$ cat config.mk
export PLATFORM = sky130hd
export DESIGN_NAME = bram_bist
export DESIGN_NICKNAME = d
export VERILOG_FILES = /design/src/rtl/bram_bist.sv
export SDC_FILE = /design/constraint.sdc
export NUM_CORES = 1
export LEC_CHECK = 0
export ABC_AREA = 1
export CORE_MARGIN = 3
export CORE_UTILIZATION = 40
export CTS_BUF_LIST = sky130_fd_sc_hd__clkbuf_8
export DETAILED_ROUTE_END_ITERATION = 7
export PLACE_DENSITY_LB_ADDON = 0.15
export SKIP_CTS_REPAIR_TIMING = 1
export SYNTH_ARGS = -nofsm -noshare
export SYNTH_HDL_FRONTEND = slang
export SYNTH_SLANG_ARGS = --single-unit
$ cat constraint.sdc
create_clock -name i_clk -period 2.7 [get_ports i_clk]
set_input_delay 0.54 -clock i_clk [delete_from_list [all_inputs] [get_ports i_clk]]
set_output_delay 0.54 -clock i_clk [all_outputs]
set_load 0.01 [all_outputs]
$ cat src/rtl/bram_bist.sv
// March-style BIST for simple-dual-port block RAM: fill, up RMW, down RMW, down read.
// All memory-side and status outputs are registered one step ahead of the state they belong to.
module bram_bist #(
  parameter int unsigned ADDR_SZ     = 8,
  parameter int unsigned DATA_SZ     = 16,
  parameter logic [63:0] PATTERN     = 64'h5A3C,
  parameter int unsigned RD_LAT      = 1,
  parameter int unsigned ERR_SZ      = 8,
  parameter bit          STOP_ON_ERR = 1'b0
) (
  input  logic               i_clk,
  input  logic               i_rst,
  input  logic               i_start,
  output logic               o_busy,
  output logic               o_done,
  output logic               o_pass,
  output logic [ERR_SZ-1:0]  o_err_cnt,
  output logic [ADDR_SZ-1:0] o_err_addr,
  output logic [1:0]         o_err_phase,
  output logic               o_wr_en,
  output logic [ADDR_SZ-1:0] o_waddr,
  output logic [DATA_SZ-1:0] o_wdata,
  output logic               o_rd_en,
  output logic [ADDR_SZ-1:0] o_raddr,
  input  logic [DATA_SZ-1:0] i_rdata
);

  localparam logic [DATA_SZ-1:0] PAT    = DATA_SZ'(PATTERN);
  localparam logic [ADDR_SZ:0]   LAST   = {1'b0, {ADDR_SZ{1'b1}}};
  localparam int unsigned        WAIT_W = (RD_LAT > 2) ? $clog2(RD_LAT) : 1;

  typedef enum logic [2:0] {S_IDLE, S_FILL, S_RD, S_WAIT, S_CMP, S_DONE} state_t;

  state_t              state_q;
  logic [1:0]          phase_q;
  logic [ADDR_SZ:0]    addr_q, addr_d;
  logic [WAIT_W-1:0]   wait_q;
  logic [ERR_SZ-1:0]   err_cnt_q;
  logic [ADDR_SZ-1:0]  err_addr_q, addr_lo;
  logic [1:0]          err_phase_q;
  logic                busy_q, done_q, pass_q, wr_en_q, rd_en_q;
  logic [ADDR_SZ-1:0]  waddr_q, raddr_q;
  logic [DATA_SZ-1:0]  wdata_q, exp_data, cmp_wdata;
  logic                mismatch, cmp_wr_en, last_addr;

  function automatic logic [DATA_SZ-1:0] pat(input logic [ADDR_SZ-1:0] a);
    return PAT ^ DATA_SZ'(a);
  endfunction

  assign addr_lo = addr_q[ADDR_SZ-1:0];

  always_comb begin
    exp_data  = (phase_q == 2'd2) ? ~pat(addr_lo) : pat(addr_lo);
    mismatch  = (i_rdata != exp_data);
    cmp_wr_en = (phase_q == 2'd1) || (phase_q == 2'd2);
    cmp_wdata = (phase_q == 2'd1) ? ~pat(addr_lo) : pat(addr_lo);
    // fill and phase 1 ascend to LAST; phases 2 and 3 descend to 0
    last_addr = (phase_q < 2'd2) ? (addr_q == LAST) : (addr_q == '0);
    addr_d    = (phase_q < 2'd2) ? addr_q + 1'b1 : addr_q - 1'b1;
  end

  always_ff @(posedge i_clk or posedge i_rst) begin
    if (i_rst) begin
      state_q     <= S_IDLE;
      phase_q     <= '0;
      addr_q      <= '0;
      wait_q      <= '0;
      err_cnt_q   <= '0;
      err_addr_q  <= '0;
      err_phase_q <= '0;
      busy_q      <= 1'b0;
      done_q      <= 1'b0;
      pass_q      <= 1'b0;
      wr_en_q     <= 1'b0;
      waddr_q     <= '0;
      wdata_q     <= '0;
      rd_en_q     <= 1'b0;
      raddr_q     <= '0;
    end else begin
      wr_en_q <= 1'b0;
      rd_en_q <= 1'b0;
      case (state_q)
        S_IDLE, S_DONE: begin
          if (i_start) begin
            err_cnt_q   <= '0;
            err_addr_q  <= '0;
            err_phase_q <= '0;
            done_q      <= 1'b0;
            pass_q      <= 1'b0;
            busy_q      <= 1'b1;
            phase_q     <= 2'd0;
            addr_q      <= '0;
            wr_en_q     <= 1'b1;
            waddr_q     <= '0;
            wdata_q     <= pat('0);
            state_q     <= S_FILL;
          end
        end
        S_FILL: begin
          if (last_addr) begin
            phase_q <= 2'd1;
            addr_q  <= '0;
            rd_en_q <= 1'b1;
            raddr_q <= '0;
            state_q <= S_RD;
          end else begin
            addr_q  <= addr_d;
            wr_en_q <= 1'b1;
            waddr_q <= addr_d[ADDR_SZ-1:0];
            wdata_q <= pat(addr_d[ADDR_SZ-1:0]);
          end
        end
        S_RD, S_WAIT: begin
          if ((state_q == S_RD && RD_LAT == 1) ||
              (state_q == S_WAIT && wait_q == WAIT_W'(RD_LAT - 2))) begin
            // write-back data does not depend on the compare, so it is issued with CMP
            wr_en_q <= cmp_wr_en;
            waddr_q <= addr_lo;
            wdata_q <= cmp_wdata;
            state_q <= S_CMP;
          end else begin
            wait_q  <= (state_q == S_RD) ? '0 : wait_q + 1'b1;
            state_q <= S_WAIT;
          end
        end
        S_CMP: begin
          if (mismatch) begin
            if (err_cnt_q != '1) err_cnt_q <= err_cnt_q + 1'b1;
            if (err_cnt_q == '0) begin
              err_addr_q  <= addr_lo;
              err_phase_q <= phase_q;
            end
          end
          if ((mismatch && STOP_ON_ERR) || (last_addr && phase_q == 2'd3)) begin
            busy_q  <= 1'b0;
            done_q  <= 1'b1;
            pass_q  <= (err_cnt_q == '0) && !mismatch;
            state_q <= S_DONE;
          end else if (last_addr) begin
            phase_q <= phase_q + 1'b1;
            addr_q  <= LAST;
            rd_en_q <= 1'b1;
            raddr_q <= LAST[ADDR_SZ-1:0];
            state_q <= S_RD;
          end else begin
            addr_q  <= addr_d;
            rd_en_q <= 1'b1;
            raddr_q <= addr_d[ADDR_SZ-1:0];
            state_q <= S_RD;
          end
        end
        default: state_q <= S_IDLE;
      endcase
    end
  end

  assign o_busy      = busy_q;
  assign o_done      = done_q;
  assign o_pass      = pass_q;
  assign o_err_cnt   = err_cnt_q;
  assign o_err_addr  = err_addr_q;
  assign o_err_phase = err_phase_q;
  assign o_wr_en     = wr_en_q;
  assign o_waddr     = waddr_q;
  assign o_wdata     = wdata_q;
  assign o_rd_en     = rd_en_q;
  assign o_raddr     = raddr_q;

endmodule

# Yosys cells after proc, flatten, opt, wreduce, memory -nomap -nowiden
# Cells that the tools add are included.
# totals
out_inout_bits	55
word_cells	126
register_bits	70
in_bits	19
# op_classes
n_eq_ne	21
order_cmp	1
reduce_logical	24
n_addsub	5
mux	56
bitwise	4
# ops
operator	n
$mux W16	5
$mux W8	10
$pmux W16 S3	1
$pmux W8 S2	3
$mux W9	5
$pmux W9 S3	1
$pmux W8 S3	1
$ne A2 B2 Y1 const B	10
$ne A16 B16 Y1	1
$not A15 Y16	1
$not A4 Y8	2
$mux W1	12
$mux W2	6
$mux W3	4
$pmux W3 S4	1
$reduce_and A4 Y1	3
$add A9 B1 Y9 const B	1
$eq A9 B8 Y1 const B	1
$logic_not A9 Y1	1
$reduce_and A3 Y1	3
$sub A9 B1 Y9 const B	1
$add A8 B1 Y8 const B	1
$logic_not A8 Y1	1
$ne A8 B8 Y1 const B	1
other kinds (22)	35

# Depth between registers and ports, before layout
# Gate-level depths: netlist of run 1.
# logic_depth
depth_word	8
mapped_depth	15
ltp_nobuf	14

# Worst setup path after synthesis of run 1
# No wires, ideal clock.
# synth_timing
path_type	flip-flop to flip-flop
from	reg phase_q[1]
to	reg addr_q[4]
setup_slack_ns	0.750
path_stages_with_launch	9
required_ns	2.584
synth_period_minus_slack_ns	1.950
n_path_buf	0
arrival_time_ns	1.834
path_cell_list	dfrtp_1 inv_1 fa_1 nand3b_1 nand2_1 xor2_1 or2_2 nand2_1 nand2_1
# synth_via
elab_chain_cells	5
word_cells_on_any_way	11
# synth_lines
item	line	rtl
from (decl)	35	logic [1:0] phase_q;
from (signal assigned)	140	phase_q <= phase_q + 1'b1;
$lt A2 B2 Y1	58, 59	
$mux W9 / $mux W1 (equally long branches)	59, 58	
$mux W9 / $logic_and A1 B1 Y1 (equally long branches)	139, 134	
$mux W9 / $ne A2 B2 Y1 (equally long branches)	-	
$pmux W9 S3 / $reduce_and A3 Y1 (equally long branches)	-	
to (signal assigned)	107	addr_q <= addr_d;
to (signal assigned)	146	addr_q <= addr_d;
to (decl)	36	logic [ADDR_SZ:0] addr_q, addr_d;
# Parallel ways exist; a longest one is shown, timed or not. The select of a mux whose other input is x is not followed.
# A chain may end at the register's enable or synchronous reset.

# Final worst setup path of run 1
# layout_timing
from	reg phase_q[1]
to	reg err_cnt_q[0], in the netlist o_err_cnt[0]
# layout_via
elab_chain_cells	5
# layout_lines
item	line	rtl
$eq A2 B2 Y1	53	exp_data = (phase_q == 2'd2) ? ~pat(addr_lo) : pat(addr_lo);
$mux W16	53	
$ne A16 B16 Y1	54	mismatch = (i_rdata != exp_data);
$ne A2 B2 Y1 (no source line)	-	
$reduce_and A4 Y1 (no source line)	-	
to (signal assigned)	128	if (err_cnt_q != '1) err_cnt_q <= err_cnt_q + 1'b1;
to (decl)	38	logic [ERR_SZ-1:0] err_cnt_q;
# Every way passes these cells.

==> reports/summary.log, run 1 <==
qor: critical_path.cp_cell_sequence ha_1, inv_2, nand2_1, nand2_1, nand2_1, nand2_1, nor2_1, nand2_1, nor2_1, nand2_1, buf_4, nand2_2, nand2_1, nand2_1
qor: critical_path.start_kind flip-flop
qor: sta.max_slew.worst_pin.slew 0.577 ns
qor: synthesis.netlist_top_cells_area dfrtp_1 40%, nand2_1 21%, inv_1 6.2%
qor: synthesis.synth_async_sr_flop_share 100%
qor: power_and_ir_drop.power.density_cell_area 1010 nW/um2
qor: worst_hold_path.whs_endpoint o_err_addr[7]$_DFFE_PP0P_
qor: synthesis.netlist_area 3990 um2
qor: route.drt_first_pass_iters 5
qor: floorplanning.fp-row-count 35
qor: finish.n_antenna_cell 0
qor: synthesis.netlist_instances 579
qor: sta.fin_crit_sh 85.5%
qor: synthesis.yosysWarningCount 0
qor: sta.finalWorstPathRequiredPeriod 2.31 ns
qor: flow_run.max_cap_viol_count 0
qor: critical_path.timing.critical_path.from phase_q[1]$_DFFE_PP0P_
qor: route.num_vias 3,881
qor: worst_hold_path.worst_hold_path_type flip-flop to flip-flop
qor: placement.gp_congestion 0.942
qor: synthesis.seq_area_frac_synth 40.2%
qor: route.dr.first_iter.drc_count 268
qor: clock_network.cts_num_sinks 64
qor: critical_path.worstRegToRegCells 14
qor: finish.final_core_utilization 53.4%
qor: critical_path.crit-reg2reg-launch phase_q[1]$_DFFE_PP0P_
qor: global_route.use_met3 3.37%
qor: floorplanning.die_area 11,200 um2
qor: critical_path.cpPeakStageDelay 0.61 ns
qor: critical_path.slowest_stage dfrtp_1
qor: sta.relative_slew_margins 61.5%
qor: floorplanning.initial_core_util 42.1%
qor: finish.fill_cells 951
qor: placement.buffer_ports.inserted 73
qor: global_route.gr-total-overflow 0
qor: clock_network.cts_made_buffers 9
qor: finish.layout_nets 684
qor: power_and_ir_drop.vdd_ir_drop_max 0.493 mV
qor: power_and_ir_drop.leak_pwr 2.59 nW
qor: route.antenna_left 0
qor: synthesis.yosys-top-cells-count 223 x nand2_1, 66 x inv_1, 64 x dfrtp_1
qor: synthesis.synthXorXnorAreaFrac 1.10%
qor: clock_network.cts.htree.levels 3
qor: sta.fin_worst_skew 0.00691 ns
qor: global_route.number_of_global_route_vias_before_repair 3,748
qor: synthesis.synth_fa_ha_area_share 4.27%
qor: floorplanning.dieHeight 106 um
qor: global_route.grt_usage 19.8%
qor: synthesis.synth_compound_gate_area_share 7.82%
qor: sta.timing.setup.tns 0 ns
qor: clock_network.cts_tree yes
qor: synthesis.yosys.area_share.simple 36.9%
qor: critical_path.worstPathMaxFanout 21
qor: synthesis.synth_top_area_share 40.2%
qor: finish.final_layout_size_suffix_gt1_share 6.85%
qor: synthesis.synth_ff_type dfrtp_1
qor: clock_network.cts_buffer_depth 2
qor: global_route.top_usage_layer met2
qor: critical_path.timing.setup.critical_path_class flip-flop to flip-flop
qor: synthesis.yosysTopAreaCell dfrtp_1
qor: synthesis.postSynthRegisterBits 64
qor: route.post_detailed_route_via_to_cell_ratio 4.94
qor: worst_hold_path.min_from o_err_addr[7]$_DFFE_PP0P_
qor: synthesis.net_count_synth 611
qor: critical_path.r2r-end o_err_cnt[0]$_DFFE_PP0P_
qor: synthesis.synth_edf_count 0
qor: sta.fmax 433 MHz
qor: floorplanning.io_pins 74
qor: route.detail_route.drc_violations 0
qor: synthesis.yosysUniqueCellTypes 34
qor: route.post_drt_wl_per_cell 13.6 um
qor: finish.layout-area-overhead-vs-synth 26.6%
qor: global_route.antenna_found_initial 0
qor: outcome.status finished, final reports clean
qor: global_route.first_pass_grt_wire_length 18,200 um
qor: synthesis.synth.mux.area_fraction 0%
qor: worst_hold_path.worst_hold_path.num_cells 2
qor: clock_network.clk_pin_slew_worst_paths 0.07 ns
qor: sta.rsz_0062_raised_after_global_routing no
qor: global_route.grt_max_degree 65
qor: sta.drv_slew 0
qor: sta.finalHoldViolations 0
qor: route.wirelength 10,700 um
qor: placement.place_hpwl 8000 um
qor: critical_path.critical_path_required 2.99 ns
qor: clock_network.cts-root-buf clkbuf_8
qor: floorplanning.die_w 106 um
qor: synthesis.synthesis.area_per_instance 6.88 um2
qor: critical_path.timing.critical_path.to_type flip-flop
qor: global_route.global_route.usage.met1 27.0%
qor: sta.fin_worst_hold_slack 0.478 ns
qor: synthesis.yosysMostFrequentCell nand2_1
qor: critical_path.cp_data_arrival_time 2.60 ns
qor: clock_network.clk_latency 0.34 ns
qor: critical_path.timing.critical_path.mode_cell nand2_1
qor: synthesis.synth_top_family_by_area simple AND/OR/NAND/NOR gates
qor: global_route.use_met2 31.7%
qor: critical_path.r2r_setup_slack 0.39 ns
qor: floorplanning.placeableCoreArea 9460 um2
qor: sta.final-setup-viol-count 0
## stage by stage
stage	power [mW]	cells	instance area, um2	worst slack, ns
2_1_floorplan	3.22	579	3990	0.562
4_1_cts	5.14	786	5050	0.404
6_report	5.12	786	5050	0.392
5_1_grt	5.56	786	5050	0.0732
3_5_place_dp	4.19	770	4830	0.405
3_3_place_gp	4.17	770	4830	0.457
## critical path: cells and delay by family (launching register included)
| family | cells | cell delay (ns) |
|---|---|---|
| adders and majority gates | 1 | 0.39 |
| buffers and inverters | 2 | 0.35 |
| DFF | 1 | 0.61 |
| and+or+nand+nor | 11 | 0.90 |
## cell families after synthesis
family / after synthesis
AOI/OAI and AO/OA: 56
xor gates and xnor gates: 5
adders and majority gates: 13
buffers and inverters: 89
DFF: 64
and+or+nand+nor: 352
## placed cells by master (no fill, tap or decap)
master,n
nor2_2,3
clkinv_2,1
or2_2,3
clkdlybuf4s50_1,73
o21ai_1,5
a22oi_1,1
inv_2,5
nand2_1,223
clkinvlp_4,2
xor2_1,5
a21oi_2,1
nor3b_1,3
clkbuf_8,10
dfrtp_1,64
o211ai_1,2
a21boi_1,1
nand3b_1,4
nand2_4,1
a21oi_1,11
a221oi_1,1
buf_12,1
inv_1,66
fa_1,1
nor3_1,7
nand4_1,2
nand3_1,42
buf_4,7
nand2_2,4
a21oi_4,1
nor2_1,56
nor2_4,1
ha_1,12
bufinv_16,2
o21ai_0,31
o22ai_1,1
nand3_2,3
a31oi_1,1
## state kept, by name (all words and copies together), names as in the netlist
| register | cells |
|---|---|
| addr_q | 9 |
| o_wr_en | 1 |
| o_err_cnt | 8 |
| o_err_phase | 2 |
| state_q | 3 |
| o_pass | 1 |
| o_done | 1 |
| o_rd_en | 1 |
| o_err_addr | 8 |
| o_wdata | 10 |
| wait_q | 1 |
| o_busy | 1 |
| o_waddr | 8 |
| o_raddr | 8 |
| phase_q | 2 |
## report_power, final
group	total, mW	internal, mW	switching, mW	leakage, nW
clock	0.926	0.540	0.386	0.110
sequential	1.51	1.24	0.271	0.850
combinational	2.68	1.03	1.65	1.64
total	5.12	2.81	2.31	2.59
## layer usage
| layer | vias up | part of all wire [%] |
|---|---|---|
| met2 | 107 | 45 |
| li1 | 1954 | - |
| met4 | 0 | 2.0 |
| met3 | 19 | 5.0 |
| met1 | 1801 | 48 |
| met5 | - | 0 |
## layout make-up
cell class | count | area [um2] | share of cell area [%]
multi-input cells | 426 | 2000 | 39.6
flip-flops and latches | 64 | 1600 | 31.7
repair buffers | 81 | 803 | 15.9
inverters | 70 | 263 | 5.20
well taps | 129 | 161 | 3.20
clock buffers | 10 | 138 | 2.73
clock inverters | 6 | 83.8 | 1.66
## how the worst max path moves through the flow
stage / end / slack [ns]
after floorplan: addr_q[0]$_DFFE_PP0P_ / 0.56
after global placement: o_err_cnt[2]$_DFFE_PP0P_ / 0.46
after detailed placement: o_err_cnt[6]$_DFFE_PP0P_ / 0.40
after CTS: o_err_cnt[6]$_DFFE_PP0P_ / 0.40
after global routing: o_err_cnt[0]$_DFFE_PP0P_ / 0.07
final: o_err_cnt[0]$_DFFE_PP0P_ / 0.39
Note: power is estimated with default switching activity, not from simulation.
==> run 2: changes to the inputs <==
Settings changed: CORE_UTILIZATION 40 to 26.
==> run 2 against run 1 <==
Worst hold slack worse by 0.00054 ns. Cell area grew 1.7%. Via count fell by 2.9%. Sequential power about the same. Routed wire length is 6.1% higher. Power grew 0.92%.
==> reports/summary.log, run 2 (synthesis gave the netlist of run 1 again) <==
qor: floorplanning.die_area 16,900 um2 [was 11,200 um2]
qor: critical_path.slowest_stage dfrtp_1 [unchanged]
qor: global_route.number_of_global_route_vias_before_repair 3,545 [was 3,748]
qor: finish.layout-area-overhead-vs-synth 28.8% [was 26.6%]
qor: clock_network.cts_buffer_depth 2 [unchanged]
qor: route.num_vias 3,767 [was 3,881]
qor: sta.fin_worst_skew 0.00744 ns [was 0.00691 ns]
qor: clock_network.cts_made_buffers 9 [unchanged]
qor: clock_network.cts_tree yes [unchanged]
qor: placement.buffer_ports.inserted 73 [unchanged]
qor: sta.finalWorstPathRequiredPeriod 2.14 ns [was 2.31 ns]
qor: flow_run.max_cap_viol_count 0 [unchanged]
qor: sta.finalWorstSetupSlack 0.558 ns [was 0.392 ns]
qor: clock_network.clk_latency 0.36 ns [was 0.34 ns]
qor: worst_hold_path.worst_hold_path_type flip-flop to flip-flop [unchanged]
qor: clock_network.cts-root-buf clkbuf_8 [unchanged]
qor: power_and_ir_drop.power.density_cell_area 1010 nW/um2 [about the same]
qor: critical_path.timing.setup.critical_path_class flip-flop to flip-flop [unchanged]
qor: sta.final-setup-viol-count 0 [unchanged]
qor: global_route.antenna_found_initial 0 [unchanged]
qor: sta.max_slew.worst_pin.slew 0.657 ns [was 0.577 ns]
qor: critical_path.critical_path_required 2.96 ns [was 2.99 ns]
qor: floorplanning.fp-row-count 44 [was 35]
qor: route.dr.first_iter.drc_count 191 [was 268]
qor: sta.fin_crit_sh 79.3% [was 85.5%]
qor: power_and_ir_drop.p_total 5.17 mW [was 5.12 mW]
qor: sta.timing.setup.tns 0 ns [unchanged]
qor: placement.gp_congestion 0.884 [was 0.942]
qor: critical_path.crit-reg2reg-launch phase_q[0]$_DFFE_PP0P_ [was phase_q[1]$_DFFE_PP0P_]
qor: sta.rsz_0062_raised_after_global_routing no [unchanged]
qor: clock_network.cts_num_sinks 64 [unchanged]
qor: placement.place_ws 0.483 ns [was 0.405 ns]
qor: route.antenna_left 0 [unchanged]
qor: critical_path.start_kind flip-flop [unchanged]
qor: critical_path.timing.critical_path.to_type flip-flop [unchanged]
qor: outcome.status finished, final reports clean [unchanged]
qor: route.drt_first_pass_iters 5 [unchanged]
qor: global_route.gr-total-overflow 0 [unchanged]
qor: critical_path.cpLargestDelayFamily simple AND/OR/NAND/NOR gates [unchanged]
qor: sta.relative_slew_margins 56.2% [was 61.5%]
qor: route.post_drt_wl_per_cell 13.4 um [was 13.6 um]
qor: critical_path.timing.critical_path.mode_cell nand2_1 [unchanged]
qor: finish.largest_reg_flops 10 [unchanged]
qor: route.wirelength 11,300 um [was 10,700 um]
qor: power_and_ir_drop.vdd_ir_drop_max 0.406 mV [was 0.493 mV]
qor: finish.layout_nets 685 [was 684]
qor: clock_network.cts.htree.levels 3 [unchanged]
qor: critical_path.timing.critical_path.from phase_q[0]$_DFFE_PP0P_ [was phase_q[1]$_DFFE_PP0P_]
qor: floorplanning.placeableCoreArea 14,800 um2 [was 9460 um2]
qor: critical_path.critical_path.n_buffers_inverters 3 [was 2]
qor: floorplanning.io_pins 74 [unchanged]
qor: floorplanning.dieHeight 130 um [was 106 um]
qor: finish.final_layout_size_suffix_gt1_share 6.84% [was 6.85%]
qor: route.detail_route.drc_violations 0 [unchanged]
qor: clock_network.clk_pin_slew_worst_paths 0.07 ns [about the same]
qor: floorplanning.die_w 130 um [was 106 um]
qor: route.post_detailed_route_via_to_cell_ratio 4.47 [was 4.94]
qor: critical_path.cpPeakStageDelay 0.43 ns [was 0.61 ns]
qor: critical_path.worstPathMaxFanout 21 [unchanged]
qor: critical_path.cp_data_arrival_time 2.40 ns [was 2.60 ns]
qor: finish.most_common_cell_after_layout_fill_and_taps_aside nand2_1 [unchanged]
qor: global_route.grt_max_degree 47 [was 65]
qor: finish.commonest_non_fill_non_tap_cells_in_the_layout 223 x nand2_1, 73 x clkdlybuf4s50_1, 67 x inv_1, 64 x dfrtp_1, 56 x nor2_1 [was 223 x nand2_1, 73 x clkdlybuf4s50_1, 66 x inv_1, 64 x dfrtp_1, 56 x nor2_1]
qor: floorplanning.initial_core_util 27.0% [was 42.1%]
qor: sta.drv_slew 0 [unchanged]
qor: global_route.first_pass_grt_wire_length 18,100 um [was 18,200 um]
qor: finish.n_antenna_cell 0 [unchanged]
qor: global_route.grt_usage 13.8% [was 19.8%]
qor: finish.final_core_utilization 34.8% [was 53.4%]
qor: sta.fmax 467 MHz [was 433 MHz]
qor: power_and_ir_drop.leak_pwr 2.62 nW [was 2.59 nW]
qor: worst_hold_path.min_from o_err_addr[6]$_DFFE_PP0P_ [was o_err_addr[7]$_DFFE_PP0P_]
qor: sta.finalHoldViolations 0 [unchanged]
qor: critical_path.cp_cell_sequence inv_1, ha_1, buf_4, nand2_1, nand2_1, nand2_1, nand2_1, nor2_1, nand2_1, nor2_1, nand2_1, buf_4, nand2_2, nand2_1, nand2_1 [was ha_1, inv_2, nand2_1, nand2_1, nand2_1, nand2_1, nor2_1, nand2_1, nor2_1, nand2_1, buf_4, nand2_2, nand2_1, nand2_1]
qor: placement.place_hpwl 8580 um [was 8000 um]
[run 2: changes by cell type in the layout (fill, tap and decap cells not counted), sizes merged]
| cell | change |
|---|---|
| clkinv | -1 |
| buf | +1 |
| inv | +1 |
| clkbuf | +2 |
| clkinvlp | -2 |
[run 2: area by class of cell]
| type | count | area (um2) |
|---|---|---|
| multi-input cells | 426 | 2000 |
| well taps | 184 | 230 |
| flip-flops and latches | 64 | 1600 |
| clock inverters | 4 | 67.6 |
| clock buffers | 12 | 165 |
| inverters | 70 | 263 |
| repair buffers | 82 | 811 |
| fillers | 1569 | 9620 |
[run 2: report_power, final]
| group | total, mW | internal (mW) | switching (mW) |
|---|---|---|---|
| sequential | 1.50 | 1.24 | 0.254 |
| combinational | 2.70 | 1.03 | 1.67 |
| clock | 0.972 | 0.589 | 0.383 |
[run 2: tightest hold or removal path: cells and delay by family (launching register included)]
| family | cells | cell delay [ns] |
|---|---|---|
| and+or+nand+nor | 2 | 0.09 |
| DFF | 1 | 0.35 |
[run 2: final timing paths]
kind / to / cells past startpoint / slack, ns
setup / recovery: o_err_cnt[6]$_DFFE_PP0P_ / 15 / 0.56
hold / removal: o_err_addr[6]$_DFFE_PP0P_ / 2 / 0.48
setup reg to reg: o_err_cnt[6]$_DFFE_PP0P_ / 15 / 0.56
hold reg to reg: o_err_addr[6]$_DFFE_PP0P_ / 2 / 0.48
max in group asynchronous: addr_q[6]$_DFFE_PP0P_ / 3 / 1.60
min in group asynchronous: o_waddr[3]$_DFFE_PP0P_ / 2 / 0.50
[run 2: stage by stage]
stage	hold WS, ns	cells	cell area (um2)
detailed placement	0.461	826	4900
global placement	0.461	826	4900
finish	0.478	842	5140
CTS	0.483	842	5140
floorplan	0.443	579	3990
global route	0.502	842	5140
[run 2: per-layer routing]
metal	vias up	share of wire, %	global-route usage, %
met4	0	2.0	5.68
met1	1720	51	19.4
li1	1944	-	-
met2	85	43	20.7
met5	-	0	0
met3	18	4.4	2.66
==> run 3: changes to the inputs <==
Clock period 2.7 ns to 2 ns, I/O delays scaled along.
==> run 3 against run 2 <==
Register-to-register slack lost 0.45 ns. Utilization grew 1.7 points. Die area is the same. First-iteration DRC count grew 36%. Critical endpoint is now o_raddr[3]$_DFFE_PP0P_.
==> reports/summary.log, run 3 (synthesis gave the netlist of run 1 again) <==
qor: outcome.status finished, final reports clean [unchanged]
qor: placement.dpl_cell_area 5090 um2 [was 4900 um2]
qor: critical_path.worstPathMaxFanout 6 [was 21]
qor: clock_network.cts_num_sinks 64 [unchanged]
qor: sta.fin_crit_sh 94.7% [was 79.3%]
qor: critical_path.cp_data_arrival_time 2.13 ns [was 2.40 ns]
qor: placement.gp_congestion 0.891 [was 0.884]
qor: global_route.grt_max_degree 46 [was 47]
qor: critical_path.critical_path_required 2.24 ns [was 2.96 ns]
qor: global_route.gr-total-overflow 0 [unchanged]
qor: placement.place_hpwl 9000 um [was 8580 um]
qor: sta.max_slew.worst_pin.slew 0.366 ns [was 0.657 ns]
qor: floorplanning.initial_core_util 27.0% [unchanged]
qor: sta.timing.setup.tns 0 ns [unchanged]
qor: global_route.first_pass_grt_wire_length 19,100 um [was 18,100 um]
qor: finish.most_common_cell_after_layout_fill_and_taps_aside nand2_1 [unchanged]
qor: critical_path.start_kind flip-flop [unchanged]
qor: route.drt_first_pass_iters 4 [was 5]
qor: floorplanning.placeableCoreArea 14,800 um2 [unchanged]
qor: power_and_ir_drop.p_int 4.02 mW [was 2.86 mW]
qor: clock_network.cts.htree.levels 3 [unchanged]
qor: finish.layout_nets 706 [was 685]
qor: route.wirelength 11,600 um [was 11,300 um]
qor: placement.buffer_ports.inserted 73 [unchanged]
qor: clock_network.clk_pin_slew_worst_paths 0.07 ns [about the same]
qor: clock_network.cts-root-buf clkbuf_8 [unchanged]
qor: finish.fill_cells 1,586 [was 1,569]
qor: power_and_ir_drop.netSwitchingPower 3.23 mW [was 2.30 mW]
qor: power_and_ir_drop.power.density_cell_area 1340 nW/um2 [was 1010 nW/um2]
qor: finish.n_antenna_cell 0 [unchanged]
qor: floorplanning.die_w 130 um [unchanged]
qor: sta.drv_slew 0 [unchanged]
qor: sta.rsz_0062_raised_after_global_routing yes [was no]
qor: finish.final_layout_size_suffix_gt1_share 11.9% [was 6.84%]
qor: sta.fin_worst_skew 0.00776 ns [was 0.00744 ns]
qor: critical_path.crit-reg2reg-launch phase_q[1]$_DFFE_PP0P_ [was phase_q[0]$_DFFE_PP0P_]
qor: clock_network.cts_tree yes [unchanged]
qor: global_route.antenna_found_initial 0 [unchanged]
qor: floorplanning.dieHeight 130 um [unchanged]
qor: global_route.grt_usage 14.2% [was 13.8%]
qor: critical_path.timing.setup.critical_path_class flip-flop to flip-flop [unchanged]
qor: flow_run.max_cap_viol_count 0 [unchanged]
qor: global_route.number_of_global_route_vias_before_repair 3,841 [was 3,545]
qor: power_and_ir_drop.p_sw_share 44.5% [was 44.6%]
qor: clock_network.cts_made_buffers 9 [unchanged]
qor: route.antenna_left 0 [unchanged]
qor: power_and_ir_drop.vdd_ir_drop_max 0.459 mV [was 0.406 mV]
qor: power_and_ir_drop.leak_pwr 2.71 nW [was 2.62 nW]
qor: sta.relative_slew_margins 75.6% [was 56.2%]
qor: route.num_vias 3,851 [was 3,767]
qor: power_and_ir_drop.clk_pwr_share 15.6% [was 18.8%]
qor: route.detail_route.drc_violations 0 [unchanged]
qor: sta.final-setup-viol-count 0 [unchanged]
qor: power_and_ir_drop.p_total 7.25 mW [was 5.17 mW]
qor: route.post_detailed_route_via_to_cell_ratio 4.46 [was 4.47]
qor: sta.finalHoldViolations 0 [unchanged]
qor: worst_hold_path.worst_hold_path_type primary input to async pin [was flip-flop to flip-flop]
qor: floorplanning.io_pins 74 [unchanged]
qor: finish.final_cell_area 5390 um2 [was 5140 um2]
qor: floorplanning.fp-row-count 44 [unchanged]
qor: critical_path.timing.critical_path.from phase_q[1]$_DFFE_PP0P_ [was phase_q[0]$_DFFE_PP0P_]
qor: critical_path.timing.critical_path.to_type flip-flop [unchanged]
qor: route.dr.first_iter.drc_count 259 [was 191]
qor: route.post_drt_wl_per_cell 13.5 um [was 13.4 um]
qor: power_and_ir_drop.power.sequential.fraction 27.9% [was 29.0%]
qor: floorplanning.die_area 16,900 um2 [unchanged]
qor: finish.largest_reg_flops 10 [unchanged]
qor: finish.layout-area-overhead-vs-synth 35.2% [was 28.8%]
qor: sta.fmax 528 MHz [was 467 MHz]
qor: clock_network.cts_buffer_depth 2 [unchanged]
qor: power_and_ir_drop.comb_power_share 56.5% [was 52.2%]
qor: finish.commonest_non_fill_non_tap_cells_in_the_layout 221 x nand2_1, 73 x clkdlybuf4s50_1, 65 x inv_1, 61 x dfrtp_1, 55 x nor2_1 [was 223 x nand2_1, 73 x clkdlybuf4s50_1, 67 x inv_1, 64 x dfrtp_1, 56 x nor2_1]
qor: sta.finalWorstPathRequiredPeriod 1.89 ns [was 2.14 ns]
qor: clock_network.clk_latency 0.34 ns [was 0.36 ns]
## run 3: cell count changes in the layout (fill, tap and decap cells not counted), sizes merged
| cell | previous run | this run |
|---|---|---|
| buf | 9 | 30 |
| bufinv | 2 | 1 |
| clkbuf | 12 | 11 |
| clkinv | 0 | 2 |
## run 3: critical path, cell delays in order, from the launching register on
cell and delay [ns]:
dfrtp_2 0.47, ha_1 0.37, a21oi_1 0.16, nand2_1 0.13
xor2_1 0.21, or2_2 0.32, nand2_1 0.07, nand2_1 0.05
## run 3: path summary, 6_finish.rpt
path                                        endpoint  slack, ns  depth (start not counted)
max reg2reg                   o_raddr[3]$_DFFE_PP0P_       0.11                          7
min reg2reg                       wait_q$_DFFE_PP0P_       0.47                          2
max                           o_raddr[3]$_DFFE_PP0P_       0.11                          7
min in group i_clk                wait_q$_DFFE_PP0P_       0.47                          2
min                        o_err_addr[5]$_DFFE_PP0P_       0.40                          3
max in group asynchronous      addr_q[4]$_DFFE_PP0P_       1.33                          3
## run 3: cell type report
type	instances	area [um2]	share of cell area, %
tap	184	230	4.27
clock inverter	5	47.5	0.882
timing repair buffer	103	997	18.5
clock buffer	11	151	2.81
multi-input combinational	426	2100	38.9
sequential	64	1610	29.8
inverter	70	263	4.87
## run 3: metal layers
layer / track usage [%] / share of wire (%) / wire [um] / up-vias
li1: - / - / - / 1991
met5: 0 / 0 / 0 / -
met4: 4.46 / 1.1 / 126 / 0
met3: 2.62 / 4.0 / 461 / 10
met2: 22.7 / 45 / 5270 / 81
met1: 19.5 / 50 / 5780 / 1769
## run 3: stage by stage
step / setup slack [ns] / hold WS (ns) / util (%) / instances
after floorplan: 0.00190 / 0.443 / - / 579
after global placement: 0.0677 / 0.463 / 34.5 / 847
after global routing: -0.0492 / 0.434 / 36.5 / 863
final: 0.107 / 0.403 / 36.5 / 863
after detailed placement: 0.0118 / 0.464 / 34.5 / 847
after CTS: -0.0196 / 0.413 / 35.8 / 863
## run 3: power by group through the flow
stage	Combinational [mW]	Clock [mW]	Sequential [mW]
final	4.09	1.13	2.02
after global routing	4.60	1.23	2.08
after CTS	3.98	1.18	2.01
after detailed placement	3.96	0	2.03
after global placement	3.95	0	2.02
after floorplan	2.26	0	2.09
